===== src/rtl/cache_pkg.sv =====
// Shared constants and state encoding for the cache miss fill controller.
package cache_pkg;

  localparam int WORDS_PER_BLOCK = 8;
  localparam int OFFSET_W        = $clog2(WORDS_PER_BLOCK);
  localparam int BLOCK_BYTES     = 2 * WORDS_PER_BLOCK;

  typedef enum logic {
    IDLE = 1'b0,
    FILL = 1'b1
  } fill_state_t;

endpackage


===== src/rtl/fill_counter.sv =====
// Up-counter with synchronous clear, enable and terminal-count flag.
module fill_counter #(
  parameter int W  = 4,
  parameter int TC = 8
) (
  input  logic         clk,
  input  logic         rst,
  input  logic         clr,
  input  logic         en,
  output logic [W-1:0] count,
  output logic         tc
);

  logic [W-1:0] cnt_q;
  logic [W-1:0] cnt_d;

  always_comb begin
    cnt_d = cnt_q;
    if (clr) begin
      cnt_d = '0;
    end else if (en) begin
      cnt_d = cnt_q + 1'b1;
    end
  end

  always_ff @(posedge clk) begin
    if (rst) begin
      cnt_q <= '0;
    end else begin
      cnt_q <= cnt_d;
    end
  end

  assign count = cnt_q;
  assign tc    = (cnt_q == W'(TC));

endmodule


===== src/rtl/cache_fill_fsm.sv =====
// Cache miss fill controller: fetches one block from pipelined memory and streams it into the cache.
// Optional build macro CACHE_FILL_CRITICAL_WORD_FIRST_EN fetches the missed word first and wraps.
module cache_fill_fsm #(
  parameter int MEM_LATENCY     = 4,
  parameter int WORDS_PER_BLOCK = cache_pkg::WORDS_PER_BLOCK,
  parameter int ADDR_W          = 16
) (
  input  logic                               clk,
  input  logic                               rst,
  input  logic                               miss_detected,
  input  logic [ADDR_W-1:0]                  miss_address,
  input  logic                               memory_data_valid,
  input  logic [15:0]                        memory_data_in,
  output logic                               fsm_busy,
  output logic                               mem_en,
  output logic [ADDR_W-1:0]                  memory_address,
  output logic                               write_data_array,
  output logic [$clog2(WORDS_PER_BLOCK)-1:0] fill_word,
  output logic [15:0]                        fill_data,
  output logic                               write_tag_array
);

  import cache_pkg::*;

  localparam int OFF_W     = $clog2(WORDS_PER_BLOCK);
  localparam int CNT_W     = OFF_W + 1;
  localparam int BLK_BYTES = 2 * WORDS_PER_BLOCK;

  // Completion is counted on returned valids, so the latency only has to be sane.
  if (MEM_LATENCY < 1 || (WORDS_PER_BLOCK & (WORDS_PER_BLOCK - 1)) != 0) begin : g_param_check
    $error("cache_fill_fsm: MEM_LATENCY must be >= 1 and WORDS_PER_BLOCK a power of 2");
  end

  fill_state_t       state_q, state_d;
  logic [ADDR_W-1:0] base_q, base_d;
  logic [OFF_W-1:0]  start_off;
  logic              cnt_clr;

  logic              filling;
  logic              issue_en, issue_tc;
  logic              rx_en, rx_last;
  logic [CNT_W-1:0]  issue_cnt, rx_cnt;
  logic [OFF_W-1:0]  issue_word, rx_word;

`ifdef CACHE_FILL_CRITICAL_WORD_FIRST_EN
  logic [OFF_W-1:0]  start_q, start_d;
  assign start_off = start_q;
`else
  assign start_off = '0;
`endif

  always_comb begin
    state_d = state_q;
    base_d  = base_q;
    cnt_clr = 1'b0;
`ifdef CACHE_FILL_CRITICAL_WORD_FIRST_EN
    start_d = start_q;
`endif
    case (state_q)
      IDLE: begin
        if (miss_detected) begin
          base_d  = miss_address & ~ADDR_W'(BLK_BYTES - 1);
`ifdef CACHE_FILL_CRITICAL_WORD_FIRST_EN
          start_d = miss_address[OFF_W:1];
`endif
          cnt_clr = 1'b1;
          state_d = FILL;
        end
      end
      FILL: begin
        if (rx_en && rx_last) begin
          state_d = IDLE;
        end
      end
      default: state_d = IDLE;
    endcase
  end

  always_ff @(posedge clk) begin
    if (rst) begin
      state_q <= IDLE;
      base_q  <= '0;
`ifdef CACHE_FILL_CRITICAL_WORD_FIRST_EN
      start_q <= '0;
`endif
    end else begin
      state_q <= state_d;
      base_q  <= base_d;
`ifdef CACHE_FILL_CRITICAL_WORD_FIRST_EN
      start_q <= start_d;
`endif
    end
  end

  assign filling  = (state_q == FILL);
  assign issue_en = filling && !issue_tc;
  assign rx_en    = filling && memory_data_valid;

  fill_counter #(.W(CNT_W), .TC(WORDS_PER_BLOCK)) u_issue_cnt (
    .clk   (clk),
    .rst   (rst),
    .clr   (cnt_clr),
    .en    (issue_en),
    .count (issue_cnt),
    .tc    (issue_tc)
  );

  // Terminal count here marks the last word, so the tag write lands with it.
  fill_counter #(.W(CNT_W), .TC(WORDS_PER_BLOCK - 1)) u_rx_cnt (
    .clk   (clk),
    .rst   (rst),
    .clr   (cnt_clr),
    .en    (rx_en),
    .count (rx_cnt),
    .tc    (rx_last)
  );

  assign issue_word = OFF_W'((int'(start_off) + int'(issue_cnt)) % WORDS_PER_BLOCK);
  assign rx_word    = OFF_W'((int'(start_off) + int'(rx_cnt)) % WORDS_PER_BLOCK);

  assign fsm_busy         = filling;
  assign mem_en           = issue_en;
  assign memory_address   = issue_en ? (base_q + (ADDR_W'(issue_word) << 1)) : '0;
  assign write_data_array = rx_en;
  assign fill_word        = rx_en ? rx_word : '0;
  assign fill_data        = memory_data_in;
  assign write_tag_array  = rx_en && rx_last;

endmodule


===== config.mk =====
export PLATFORM = sky130hd
export DESIGN_NAME = cache_fill_fsm
export DESIGN_NICKNAME = d
export VERILOG_FILES = /design/src/rtl/cache_pkg.sv /design/src/rtl/fill_counter.sv /design/src/rtl/cache_fill_fsm.sv
export SDC_FILE = /design/constraint.sdc
export NUM_CORES = 1
export LEC_CHECK = 0
export CAP_MARGIN = 20
export CELL_PAD_IN_SITES_DETAIL_PLACEMENT = 1
export CELL_PAD_IN_SITES_GLOBAL_PLACEMENT = 1
export CORE_MARGIN = 1
export CORE_UTILIZATION = 25
export CTS_CLUSTER_DIAMETER = 30
export CTS_CLUSTER_SIZE = 8
export DETAILED_ROUTE_END_ITERATION = 12
export GPL_ROUTABILITY_DRIVEN = 1
export PLACE_DENSITY_LB_ADDON = 0.1
export SYNTH_ARGS = -nofsm -noshare
export SYNTH_HDL_FRONTEND = slang
export SYNTH_SLANG_ARGS = --single-unit

===== constraint.sdc =====
create_clock -name clk -period 4.6 [get_ports clk]
set_clock_uncertainty 0.15 [all_clocks]
set_input_delay 0.92 -clock clk [delete_from_list [all_inputs] [get_ports clk]]
set_output_delay 0.92 -clock clk [all_outputs]
set_load 0.03 [all_outputs]

## Word level (Yosys, flattened, before mapping)

Index checks and enable logic that the tools add are counted.

| cells by class | value |
|---|---|
| $add $sub $neg | 3 |
| equal/unequal tests | 2 |
| mux-type cells | 6 |
| bitwise operators | 1 |
| reductions and logical operators | 6 |

Operators with widths:

| operator | number |
|---|---|
| $add A16 B4 Y16 | 1 |
| $mux W16 | 1 |
| $add A4 B1 Y4 const B | 2 |
| $eq A4 B3 Y1 const B | 1 |
| $eq A4 B4 Y1 const B | 1 |
| $logic_and A1 B1 Y1 | 3 |
| $mux W1 | 3 |
| $mux W3 | 1 |
| $pmux W1 S2 | 1 |
| $reduce_and A2 Y1 | 1 |
| $reduce_or A2 Y1 | 1 |
| $logic_not A1 Y1 | 1 |
| $not A1 Y1 | 1 |

| storage, ports and cells | value |
|---|---|
| flip-flop bits (word level) | 21 |
| bits of input ports | 36 |
| output and inout bits | 39 |
| logic and storage cells | 22 |

## Longest topological paths before layout

| depth | value |
|---|---|
| depth in word-level cells | 4 |
| gate-level depth with buffers | 6 |
| depth with buffers taken out | 5 |

## Modules after synthesis

From an unflattened synthesis, not the netlist that was laid out.

| unflattened totals | value |
|---|---|
| cell total of the unflattened synthesis | 138 |
| area, all modules | 1252.5 µm² |

Modules (own cells, without submodules):

| module | times used | cells an instance | area each (µm²) | seq. area each (µm²) |
|---|---|---|---|---|
| cache_fill_fsm | 1 | 98 | 860.8 | 260.2 |
| fill_counter at u_issue_cnt | 1 | 21 | 206.4 | 80.1 |
| fill_counter at u_rx_cnt | 1 | 19 | 185.2 | 80.1 |

## Least setup slack after synthesis

OpenSTA, ideal clock, no wires.

| path | value |
|---|---|
| path kind | input-to-output |
| start | input port memory_data_valid |
| end | output port write_tag_array |
| data arrival time | 1.820 ns |
| data required time | 3.530 ns |
| slack | 1.710 ns |
| stages | 2 |
| path buffers | 0 |
| cell sequence | nand3_1 nor3b_1 |

| between the ends | value |
|---|---|
| longest elaborated chain between the ends | 2 |

Ends and longest elaborated chain:

| item | RTL line | RTL |
|---|---|---|
| from (decl) | cache_fill_fsm.sv:12 | `input logic memory_data_valid,` |
| $logic_and A1 B1 Y1 | cache_fill_fsm.sv:97 | `assign rx_en = filling && memory_data_valid;` |
| $logic_and A1 B1 Y1 | cache_fill_fsm.sv:127 | `assign write_tag_array = rx_en && rx_last;` |
| to (decl) | cache_fill_fsm.sv:20 | `output logic write_tag_array` |

Every way passes these cells.

## Worst setup path in the final report

Ends and elaborated chain as after synthesis.

==> reports/metrics.yaml <==
post_cts_buffers: 0
via_per_inst: 4.71
num_vias: 979
setup_violations: 0
power_density_nw_per_um2: 267
placement.io_buffers: 37
crit_required_ns: 3.53
min_period_over_period: 0.805
die_h_um: 68.6
power_uw: 382
clk_pin_slew_worst_paths_ns: 0.07
hold_viol_final: 0
yosysWarnings: 0
finalNetCount: 198
track_usage: 0.132
dpl_cell_area_sq_um: 1390
cts.sinks: 21
wl_met1_um: 1260
drive_above_1_share: 0.0443
route.met3.wl_um: 149
routed_wl_um: 2780
worstHoldPathType: "flop to flop"
worst_r2r_path_depth: 4
cp_slowest_cell: "clkdlybuf4s50_1"
dr.first_iter.drc_count: 31
io-pin-count: 75
rsz0062_at_grt: "no"
first_pass_iters: 4
critical_path.top_delay_family: "buffers and inverters"
ys_ff_latch: 21
cts_resized: 0
cap_violations: 0
diodes: 0
grt_pass1_wl_um: 4510
status: "complete, no violations"
grt_pass1_vias: 934
design_area_sq_um: 1430
path_max_fanout: 6
cts_root_buffer: "clkbuf_8"
slew_violations: 0
die_w_um: 68.6
wl_per_cell_um: 13.4
highest_layer: "met4"
synth-simple-area-share: 0.308
synth_area_sq_um: 1110
core_area_sq_um: 4140
clk_latency_ns: 0.26
min_from: "base_q[8]$_SDFFE_PP0P_"
htree_levels: 1
max_slew_margin: 0.593
ant_nets: 0
overflow: 0
worstMarginPinSlew_ns: 0.608
synth.area.mux_share: 0.00902
cts.path.max_buffers: 2
fin_setup_tns_ns: 0
final_common_cell: "clkdlybuf4s50_1"
ys_types: 25
wl_met2_um: 1320
hold_path_end: "base_q[8]$_SDFFE_PP0P_"
period_minus_slack_ns: 3.70
fin_ws_ns: 0.898
synth_compound_area_frac: 0.0823
synth_cells: 140
r2r_setup_slack_ns: 2.92
crit_chain: "clkdlybuf4s50_1, nand3_1, nor3b_1, clkdlybuf4s50_1"
antenna_found_initial: 0
start_util: 0.268
syn-num-nets: 179
area_delta_synth_final_pct: 29.1
grt_max_degree: 31
timing.rr.start: "fsm_busy$_SDFF_PP0_"
gp_congestion: 0.703
crit_type: "primary input to output pin"
layout.cells.non_filler: 208
max_freq_ghz: 0.270
crit_arrival_ns: 2.63
cts_buffers: 3
pre_cts_slack_ns: 0.875
die_area_sq_um: 4710
dp_hpwl_um: 1910
vdd_drop_max_mv: 0.125
endpoint_kind: "output pin"
synth_top_family_by_area: "simple AND/OR/NAND/NOR gates"
drc: 0
synth_area_per_cell_sq_um: 7.93
synth-xor-area-share: 0.0237
rows: 23
mostFrequentLayoutCells: "clkdlybuf4s50_1, nand2_1, dfxtp_1"
ys_seq_area_frac: 0.379
synthAdderAreaFrac: 0.0338
min_path_cells: 2
cp_common_cell: "clkdlybuf4s50_1"
cts_hold_buf: 0
crit_path_max_incr_delay_ns: 0.72
rr_endpoint: "u_rx_cnt.count[3]$_SDFFE_PP0N_"
path_buf_inv: 2
critPathLaunchType: "primary input"
cts_tree: "built"
power.leakage_uw: 0.000603
dp_cells: 204
## per-layer routing
metal,vias to the layer above,global-route usage
li1,485,-
met1,450,0.152
met2,32,0.223
met3,12,0.0444
met4,0,0.0521
met5,-,0
## flip-flops by register name (all words and copies together), names as in the netlist
name and flops:
u_rx_cnt.count 4, base_q 12, u_issue_cnt.count 4, fsm_busy 1
## tightest hold or removal path: cells and delay by family (launching register included)
kind | cells | cell delay (ns)
simple gates | 1 | 0.05
flops | 1 | 0.31
compound gates | 1 | 0.05
## area by class of cell
cell class | count | area, sq um
tap | 50 | 62.6
clock buffer | 3 | 41.3
sequential | 21 | 420
multi-input combinational | 91 | 510
timing repair buffer | 38 | 378
inverter | 4 | 15.0
clock inverter | 1 | 5.00
fill | 500 | 2710
## cells in the mapped netlist
master | instances | area (sq um)
nand2_1 | 29 | 109
dfxtp_1 | 21 | 420
buf_4 | 19 | 143
and3_1 | 17 | 106
a21oi_1 | 14 | 70.1
nand3_1 | 5 | 25.0
inv_1 | 4 | 15.0
nor2_1 | 4 | 15.0
clkbuf_1 | 3 | 11.3
ha_1 | 3 | 37.5
nand4_1 | 3 | 18.8
xor2_1 | 3 | 26.3
and2_1 | 2 | 12.5
buf_2 | 2 | 10.0
a211o_1 | 1 | 8.76
and2b_1 | 1 | 7.51
conb_1 | 1 | 3.75
mux2i_1 | 1 | 10.0
nand2b_2 | 1 | 8.76
nand3b_4 | 1 | 20.0
nor3_1 | 1 | 5.00
nor3b_1 | 1 | 7.51
o21ai_0 | 1 | 5.00
o31ai_1 | 1 | 7.51
or3_1 | 1 | 6.26
## metrics by stage
step,utilization,hold slack (ns)
after CTS,0.346,0.305
final,0.346,0.302
after global placement,0.335,0.289
after global routing,0.346,0.328
after detailed placement,0.335,0.295
after floorplan,-,0.276
## report_power, final
group | switching (uW) | internal (uW) | total (uW)
clock | 59.8 | 60.3 | 120
sequential | 4.24 | 190 | 194
combinational | 38.4 | 29.8 | 68.3
total | 103 | 280 | 382
## worst max-delay path by stage
stage	from	endpoint	slack, ns	depth (start not counted)
2_1_floorplan	memory_data_valid	write_tag_array	1.71	2
3_3_place_gp	memory_data_valid	write_tag_array	0.91	4
3_5_place_dp	memory_data_valid	write_tag_array	0.87	4
4_1_cts	memory_data_valid	write_tag_array	0.87	4
5_1_grt	memory_data_valid	write_tag_array	0.73	4
6_report	memory_data_valid	write_tag_array	0.90	4
## logic make-up (layout without fill, tap and decap cells)
logic type      Yosys count  count (layout)
compound gates           17              17
flops                    21              21
mux                       1               1
other cells               1               1
xor+xnor                  3               3
simple gates             66              66
buf+inv                  28              46
fa+ha+maj                 3               3
(Power assumes the default switching activity.)
